**config.mk**
```make
export PLATFORM = sky130hd
export DESIGN_NAME = register_file_sb
export DESIGN_NICKNAME = d
export VERILOG_FILES = /design/src/rtl/register_file_sb.sv
export SDC_FILE = /design/constraint.sdc
export NUM_CORES = 1
export LEC_CHECK = 0
export ABC_AREA = 0
export CORE_MARGIN = 2
export CORE_UTILIZATION = 50
export CTS_CLUSTER_SIZE = 12
export DETAILED_ROUTE_END_ITERATION = 8
export PLACE_DENSITY = 0.68
export SLEW_MARGIN = 20
export SYNTH_ARGS = -nofsm -noshare
export SYNTH_HDL_FRONTEND = slang
export SYNTH_SLANG_ARGS = --single-unit
```
**constraint.sdc**
```tcl
create_clock -name Clock -period 6.5 [get_ports Clock]
set_input_delay 1.625 -clock Clock [delete_from_list [all_inputs] [get_ports Clock]]
set_output_delay 1.625 -clock Clock [all_outputs]
set_load 0.01 [all_outputs]
```
**src/rtl/register_file_sb.sv**
```systemverilog
// Register file with two combinational read ports, two write ports and a per-register pending scoreboard.
// Latency: reads are zero-latency (optionally bypassed from same-cycle writes); writes and pending updates land on the next rising edge.
// Backpressure: none; every write and SetPending is accepted on the edge it is presented, except while ResetN is low.
module register_file_sb #(
  parameter int DATA_WIDTH = 24,
  parameter int ADDR_WIDTH = 4,
  parameter int BYPASS     = 1,
  parameter int ZERO_REG   = 1
) (
  input  logic                  Clock,
  input  logic                  ResetN,
  input  logic [ADDR_WIDTH-1:0] RS,
  input  logic [ADDR_WIDTH-1:0] RT,
  output logic [DATA_WIDTH-1:0] ReadRS,
  output logic [DATA_WIDTH-1:0] ReadRT,
  input  logic [ADDR_WIDTH-1:0] RD,
  input  logic [DATA_WIDTH-1:0] WriteData,
  input  logic                  RegWrite,
  input  logic [ADDR_WIDTH-1:0] RD2,
  input  logic [DATA_WIDTH-1:0] WriteData2,
  input  logic                  RegWrite2,
  input  logic                  SetPending,
  input  logic [ADDR_WIDTH-1:0] PendAddr,
  output logic                  PendingRS,
  output logic                  PendingRT,
  output logic                  AnyPending
);

  localparam int DEPTH = 2 ** ADDR_WIDTH;

  // Bit 0 is masked out of every write and scoreboard update when register 0 is hardwired.
  localparam logic [DEPTH-1:0] ZERO_MASK = (ZERO_REG != 0) ? DEPTH'(1) : '0;

  logic [DATA_WIDTH-1:0] r_regs [DEPTH];
  logic [DEPTH-1:0]      r_pend;

  logic                  w_wr_a;
  logic                  w_wr_b;
  logic [DEPTH-1:0]      w_set_vec;
  logic [DEPTH-1:0]      w_clr_vec;
  logic [DATA_WIDTH-1:0] w_rs_dat;
  logic [DATA_WIDTH-1:0] w_rt_dat;

  // Qualify write enables: writes aimed at a hardwired zero register are dropped.
  always_comb begin
    w_wr_a = RegWrite;
    w_wr_b = RegWrite2;
    if (ZERO_REG != 0) begin
      if (RD == '0) begin
        w_wr_a = 1'b0;
      end
      if (RD2 == '0) begin
        w_wr_b = 1'b0;
      end
    end
  end

  // Decode scoreboard set/clear requests into one-hot vectors.
  always_comb begin
    w_set_vec = '0;
    w_clr_vec = '0;
    if (SetPending) begin
      w_set_vec = DEPTH'(1) << PendAddr;
    end
    if (w_wr_a) begin
      w_clr_vec = w_clr_vec | (DEPTH'(1) << RD);
    end
    if (w_wr_b) begin
      w_clr_vec = w_clr_vec | (DEPTH'(1) << RD2);
    end
    w_set_vec = w_set_vec & ~ZERO_MASK;
    w_clr_vec = w_clr_vec & ~ZERO_MASK;
  end

  // Storage array: port B is written after port A so it wins a same-address collision.
  always_ff @(posedge Clock or negedge ResetN) begin
    if (!ResetN) begin
      for (int i = 0; i < DEPTH; i++) begin
        r_regs[i] <= '0;
      end
    end else begin
      if (w_wr_a) begin
        r_regs[RD] <= WriteData;
      end
      if (w_wr_b) begin
        r_regs[RD2] <= WriteData2;
      end
    end
  end

  // Scoreboard: a new producer (set) outranks a completing write (clear) on the same register.
  always_ff @(posedge Clock or negedge ResetN) begin
    if (!ResetN) begin
      r_pend <= '0;
    end else begin
      r_pend <= (r_pend & ~w_clr_vec) | w_set_vec;
    end
  end

  // Read port RS: stored value, then bypass (B over A), then zero-register and reset overrides.
  always_comb begin
    w_rs_dat = r_regs[RS];
    if ((BYPASS != 0) && ResetN) begin
      if (RegWrite && (RD == RS)) begin
        w_rs_dat = WriteData;
      end
      if (RegWrite2 && (RD2 == RS)) begin
        w_rs_dat = WriteData2;
      end
    end
    if ((ZERO_REG != 0) && (RS == '0)) begin
      w_rs_dat = '0;
    end
    if (!ResetN) begin
      w_rs_dat = '0;
    end
  end

  // Read port RT: same priority chain as RS.
  always_comb begin
    w_rt_dat = r_regs[RT];
    if ((BYPASS != 0) && ResetN) begin
      if (RegWrite && (RD == RT)) begin
        w_rt_dat = WriteData;
      end
      if (RegWrite2 && (RD2 == RT)) begin
        w_rt_dat = WriteData2;
      end
    end
    if ((ZERO_REG != 0) && (RT == '0)) begin
      w_rt_dat = '0;
    end
    if (!ResetN) begin
      w_rt_dat = '0;
    end
  end

  assign ReadRS = w_rs_dat;
  assign ReadRT = w_rt_dat;

  // Pending flags come straight from stored bits; a same-cycle clear is not forwarded.
  assign PendingRS  = r_pend[RS] & ResetN;
  assign PendingRT  = r_pend[RT] & ResetN;
  assign AnyPending = (|r_pend) & ResetN;

endmodule

```
==> run metrics, run 1 <==
status finished clean; Seq/Total Area, Yosys 0.392; IO Pins 124; Chip Width 230 microns; drt initial violations 2892; Min-Delay Path Depth 0; Combinational Power Share 0.263; Layout Cells excl Fill 3232; NumNets Final 2602; number of setup violations in the final report 0; # hold bufs at CTS 0; Register-to-Register Path Depth 2; CTS Sinks 399; synthesized area 25500 sq um; DIE AREA 52800 sq um; vias in the first global route 21100; reg2reg start r_regs[76]; Async SR Flop Fraction 1.00; number of fill cells 4213; clock slew at reported path FFs 0.06 ns; half-perimeter wire length after placement 58500 microns; Slew Limit Fails 0; routability cong. 0.932; crit end category output port; Worst Skew 0 ns; crit path max fanout 20; Yosys cell types 51; Clock Path Buffers 3; DRC violations left 0; CTS tree built; switching share of power 0.313; grt total ovfl 0; post_cts resized 0; drt wl/cell 28.7 microns; Pint 0.00585 W; minimum clock period 6.29 ns; Slew @ Worst Pin 1.10 ns; RSZ-0062 raised after global routing no; Max Cap Viol 0; Hold Vio Cnt, Final 0; Pwr Density 295 nW/um^2; H-tree Lvls 2; vias per cell 6.69; Synth Area in Compound Gates 0.158; Mapped Nets 2639; DP Cell Count 3153; EDFF count, synth 0; drt pass-1 iters 6; sequential power share 0.419; port buffer count 123; Clock power frac 0.318; mux share of post-synthesis cell area 0.281; Hold Path Class reg -> reg; Core Util, Final 0.573; max_slew headroom 0.265; Reg2Reg Setup Slack 5.66 ns; yosys warns 0; CP Class in -> out; XOR/XNOR Fraction of Synth Area 0.00550; Area Growth Syn to Fin 13.1%; fin crit share 0.968; later-pin clock latency in the skew report 0.58 ns; Post-CTS Setup Bufs 0; Synth Register Bits 399; CP startpoint kind input port; NetSw 0.00266 W; R2R Path End r_regs[76]; gr usage total 0.351; largest net degree at the start of global routing 175; Core ar. 50300 sq um; Routed Antenna Nets 0; final WL 92700 microns; Rows 82; fmax 159 MHz; Initial Utilization 0.507; post-synthesis simple-gate area fraction 0.104; TritonCTS Buffers 46; post-route setup TNS 0 ns; vias 21600; P_leak 11.4 nW; Adder-Cell Fraction of Synth Area 0; WP data required 4.88 ns; Die Span Y 230 microns; Most used DFF post-synth dfrtp_1; worst path arrival time 4.67 ns; Mean Syn Cell Area 9.93 sq um; worst vdd ir 0.000188 V; Root Driver clkbuf_16; largest family of logic cells by synthesized area multiplexers; initial antenna violation count 1; first-pass GRT wire length 138000 microns; layout cells sized above 1 0.170; WHS Endpoint r_regs[370]; cells after synthesis 2566; min-delay src r_regs[370]
## state kept, by name, summed over array words and instances (netlist names)
register and count:
r_regs 384, r_pend 15
## worst max-delay path, stage by stage
cell and delay, ns:
clkdlybuf4s50_1 0.45, buf_4 0.25, nand2_1 0.51, buf_4 0.31
o22a_1 0.16, o221ai_1 0.09, a221oi_1 0.58, clkdlybuf4s50_1 0.66
## cells in the mapped netlist (9+ instances only)
| master | n | area share |
|---|---|---|
| nor2_1 | 407 | 0.060 |
| dfrtp_1 | 399 | 0.39 |
| a21oi_1 | 353 | 0.069 |
| mux2i_1 | 326 | 0.13 |
| clkbuf_1 | 202 | 0.030 |
| mux4_2 | 172 | 0.15 |
| nand2_1 | 162 | 0.024 |
| o21ai_0 | 134 | 0.026 |
| a22oi_1 | 64 | 0.019 |
| buf_2 | 46 | 0.0090 |
| buf_1 | 42 | 0.0062 |
| a221oi_2 | 28 | 0.017 |
| inv_1 | 23 | 0.0034 |
| o221ai_1 | 17 | 0.0058 |
| o22a_1 | 17 | 0.0058 |
| buf_4 | 16 | 0.0047 |
| a221oi_1 | 13 | 0.0045 |
| buf_6 | 13 | 0.0057 |
| nand3_1 | 11 | 0.0022 |
| nor2b_1 | 10 | 0.0025 |
| nor2_2 | 9 | 0.0022 |
| xor2_1 | 9 | 0.0031 |
## logic make-up (layout without fill, tap and decap cells)
| group | count (synthesis) | in the layout |
|---|---|---|
| compound gates | 660 | 660 |
| simple gates | 648 | 648 |
| mux | 501 | 501 |
| flops | 399 | 399 |
| buf+inv | 342 | 335 |
| xor+xnor | 16 | 16 |
| other cells | 0 | 1 |
## placed cells by master (no fill, tap or decap), types with 7 or more instances in the layout
master,count
a31oi_1,7
buf_4,101
o221ai_1,17
a221oi_2,28
a22o_1,8
clkbuf_16,49
nor2_1,406
buf_12,8
xnor2_1,7
o21ai_0,134
dfrtp_1,399
a221oi_1,13
nand3_1,8
a21oi_1,353
clkdlybuf4s50_1,117
nor2_4,9
inv_1,23
nand2_1,154
a22oi_1,64
clkbuf_8,16
mux2i_1,326
o22a_1,17
xor2_1,9
nor2b_1,7
nand2_2,8
mux4_2,172
## per-stage QoR
| step | setup WS [ns] | instance area, sq um | hold slack [ns] | power [W] |
|---|---|---|---|---|
| floorplan | 1.72 | 25500 | 0.441 | 0.00498 |
| global placement | 0.364 | 27200 | 0.377 | 0.00566 |
| detailed placement | 0.329 | 27200 | 0.384 | 0.00577 |
| CTS | 0.329 | 28800 | 0.397 | 0.00846 |
| global route | 0.124 | 28800 | 0.410 | 0.00883 |
| finish | 0.208 | 28800 | 0.393 | 0.00851 |
## how the worst max path moves through the flow
| stage | cells past startpoint | to | start | slack, ns |
|---|---|---|---|---|
| after floorplan | 8 | ReadRT[8] | RD2[3] | 1.72 |
| after global placement | 8 | ReadRT[11] | RD2[3] | 0.36 |
| after detailed placement | 8 | ReadRT[11] | RT[3] | 0.33 |
| after CTS | 8 | ReadRT[11] | RT[3] | 0.33 |
| after global routing | 8 | ReadRS[21] | RD2[3] | 0.12 |
| final | 8 | ReadRT[11] | RT[3] | 0.21 |
## layer usage
metal | part of all wire | track usage | vias to the layer above
met3 | 0.12 | 0.0926 | 314
met2 | 0.45 | 0.524 | 1463
li1 | - | - | 9193
met1 | 0.38 | 0.471 | 10600
met4 | 0.054 | 0.184 | 2
met5 | 0.00014 | 0 | -
## layout make-up
cell class,instances,area [sq um],area share
Tap cell,672,841,0.0292
Inverter,23,86.3,0.00300
Clock buffer,69,1450,0.0504
Clock inverter,9,104,0.00360
Antenna cell,1,2.50,0.0000869
Sequential cell,399,9980,0.347
Timing Repair Buffer,234,2210,0.0766
Multi-Input combinational cell,1825,14100,0.491
## power by group through the flow
stage / Combinational, W / Clock, W / Sequential [W]
6_report: 0.00224 / 0.00271 / 0.00356
4_1_cts: 0.00221 / 0.00272 / 0.00353
3_3_place_gp: 0.00214 / 0 / 0.00352
5_1_grt: 0.00241 / 0.00281 / 0.00362
2_1_floorplan: 0.00157 / 0 / 0.00341
3_5_place_dp: 0.00220 / 0 / 0.00357
Power figures use the tool's default switching activity.
==> run 2: changes to the inputs <==
--- a/config.mk
+++ b/config.mk
@@ -7,10 +7,10 @@
 export LEC_CHECK = 0
 export ABC_AREA = 0
 export CORE_MARGIN = 2
-export CORE_UTILIZATION = 50
+export CORE_UTILIZATION = 55
 export CTS_CLUSTER_SIZE = 12
 export DETAILED_ROUTE_END_ITERATION = 8
-export PLACE_DENSITY = 0.68
+export PLACE_DENSITY = 0.74
 export SLEW_MARGIN = 20
 export SYNTH_ARGS = -nofsm -noshare
 export SYNTH_HDL_FRONTEND = slang
==> run metrics, run 2 (synthesis results as in run 1) <==
initial antenna violation count 3; fin crit share 0.969; gr usage total 0.391; DP Worst Slack 0.318 ns; half-perimeter wire length after placement 59600 microns; Chip Width 219 microns; max_slew headroom 0.218; Max Cap Viol 0; # hold bufs at CTS 0; first-pass GRT wire length 138000 microns; vias 22200; Hold Vio Cnt, Final 0; Reg with most FFs r_regs; cell depth of the worst setup path 7; Post-CTS Setup Bufs 0; Root Driver clkbuf_16; GR Util met1 0.504; met3 GRT Util 0.120; commonest non-fill, non-tap cell in the layout nor2_1; Worst Path Buf+Inv 3; Area Growth Syn to Fin 12.4%; cell area after layout 28600 sq um; Min-Delay Path Depth 0; Slew @ Worst Pin 1.16 ns; Clock Path Buffers 3; CTS Sinks 399; number of setup violations in the final report 0; commonest cells after routing, fill and taps aside nor2_1, dfrtp_1, a21oi_1; largest net degree at the start of global routing 155; vias per cell 7.05; CP startpoint kind input port; layout cells sized above 1 0.167; post_cts resized 0; Routed Antenna Nets 0; Hold Path Class reg -> reg; clock slew at reported path FFs 0.06 ns; Core ar. 45600 sq um; port buffer count 123; DRC violations left 0; Regs by FF count r_regs x384, r_pend x15; vias in the first global route 21700; grt total ovfl 0; crit end category output port; minimum clock period 6.30 ns; IO Pins 124; Critical-path top delay cell o41ai_1; Worst Skew 0 ns; post-route setup TNS 0 ns; cells along the critical path clkdlybuf4s50_1 > o41ai_1 > o21ba_2 > buf_12 > a221oi_1 > nor2_1 > clkdlybuf4s50_1; DIE AREA 48100 sq um; Slew Limit Fails 0; fmax 159 MHz; placed cell areas 27200 sq um; drt wl/cell 29.4 microns; RSZ-0062 raised after global routing no; drt pass-1 iters 7; most used cell, CP clkdlybuf4s50_1; status finished clean; Initial Utilization 0.559; H-tree Lvls 2; fin worst setup slack 0.202 ns; routability cong. 0.960; Die Span Y 219 microns; Largest register FFs 384; Pwr Density 292 nW/um^2; P_leak 11.4 nW; Rows 78; CP delay by family, top buffers and inverters; final WL 92800 microns; met2 Usage GRT 0.574; Most Used Layer, Global Route met2; worst vdd ir 0.000191 V; NumNets Final 2593; worst path arrival time 4.67 ns; WP data required 4.88 ns; Worst path max stage delay 0.80 ns; CP Class in -> out; TritonCTS Buffers 44; drt initial violations 3344; later-pin clock latency in the skew report 0.58 ns; crit path max fanout 11; Register-to-Register Path Depth 2; CTS tree built
[run 2: cell type report]
class,instances,area [sq um]
clock buffer,68,1370
inverter,23,86.3
fill,3516,16900
clock inverter,9,52.6
tap,600,751
timing repair buffer,227,2230
multi-input combinational,1825,14100
sequential,399,9980
antenna,2,5.00
[run 2: worst paths after layout]
check | endpoint | start | slack (ns)
min | r_regs[372] | r_regs[372] | 0.40
min reg2reg | r_regs[372] | r_regs[372] | 0.40
max | ReadRS[23] | RS[2] | 0.20
max reg2reg | r_regs[305] | r_regs[305] | 5.63
min in group asynchronous | r_regs[339] | ResetN | 1.20
max in group asynchronous | r_regs[257] | ResetN | 3.05
[run 2: power by group]
part / switching [W] / internal (W) / total [W]
registers: 0.000500 / 0.00308 / 0.00358
logic: 0.00110 / 0.00116 / 0.00227
clock network: 0.00107 / 0.00145 / 0.00252
[run 2: layer usage]
metal  routed length, microns  part of all wire  vias to the layer above
met4                     6840             0.074                        4
li1                         -                 -                     9185
met3                    12200              0.13                      467
met5                       30           0.00032                        -
met1                    33000              0.36                    10800
met2                    40700              0.44                     1791
[run 2: stage by stage]
stage | util | total power [W] | std cells | hold slack, ns
final | 0.628 | 0.00836 | 3153 | 0.402
after global routing | 0.628 | 0.00866 | 3151 | 0.408
after CTS | 0.628 | 0.00828 | 3151 | 0.399
after detailed placement | 0.596 | 0.00579 | 3074 | 0.384
after global placement | 0.596 | 0.00566 | 3074 | 0.377
after floorplan | - | 0.00498 | 2566 | 0.441
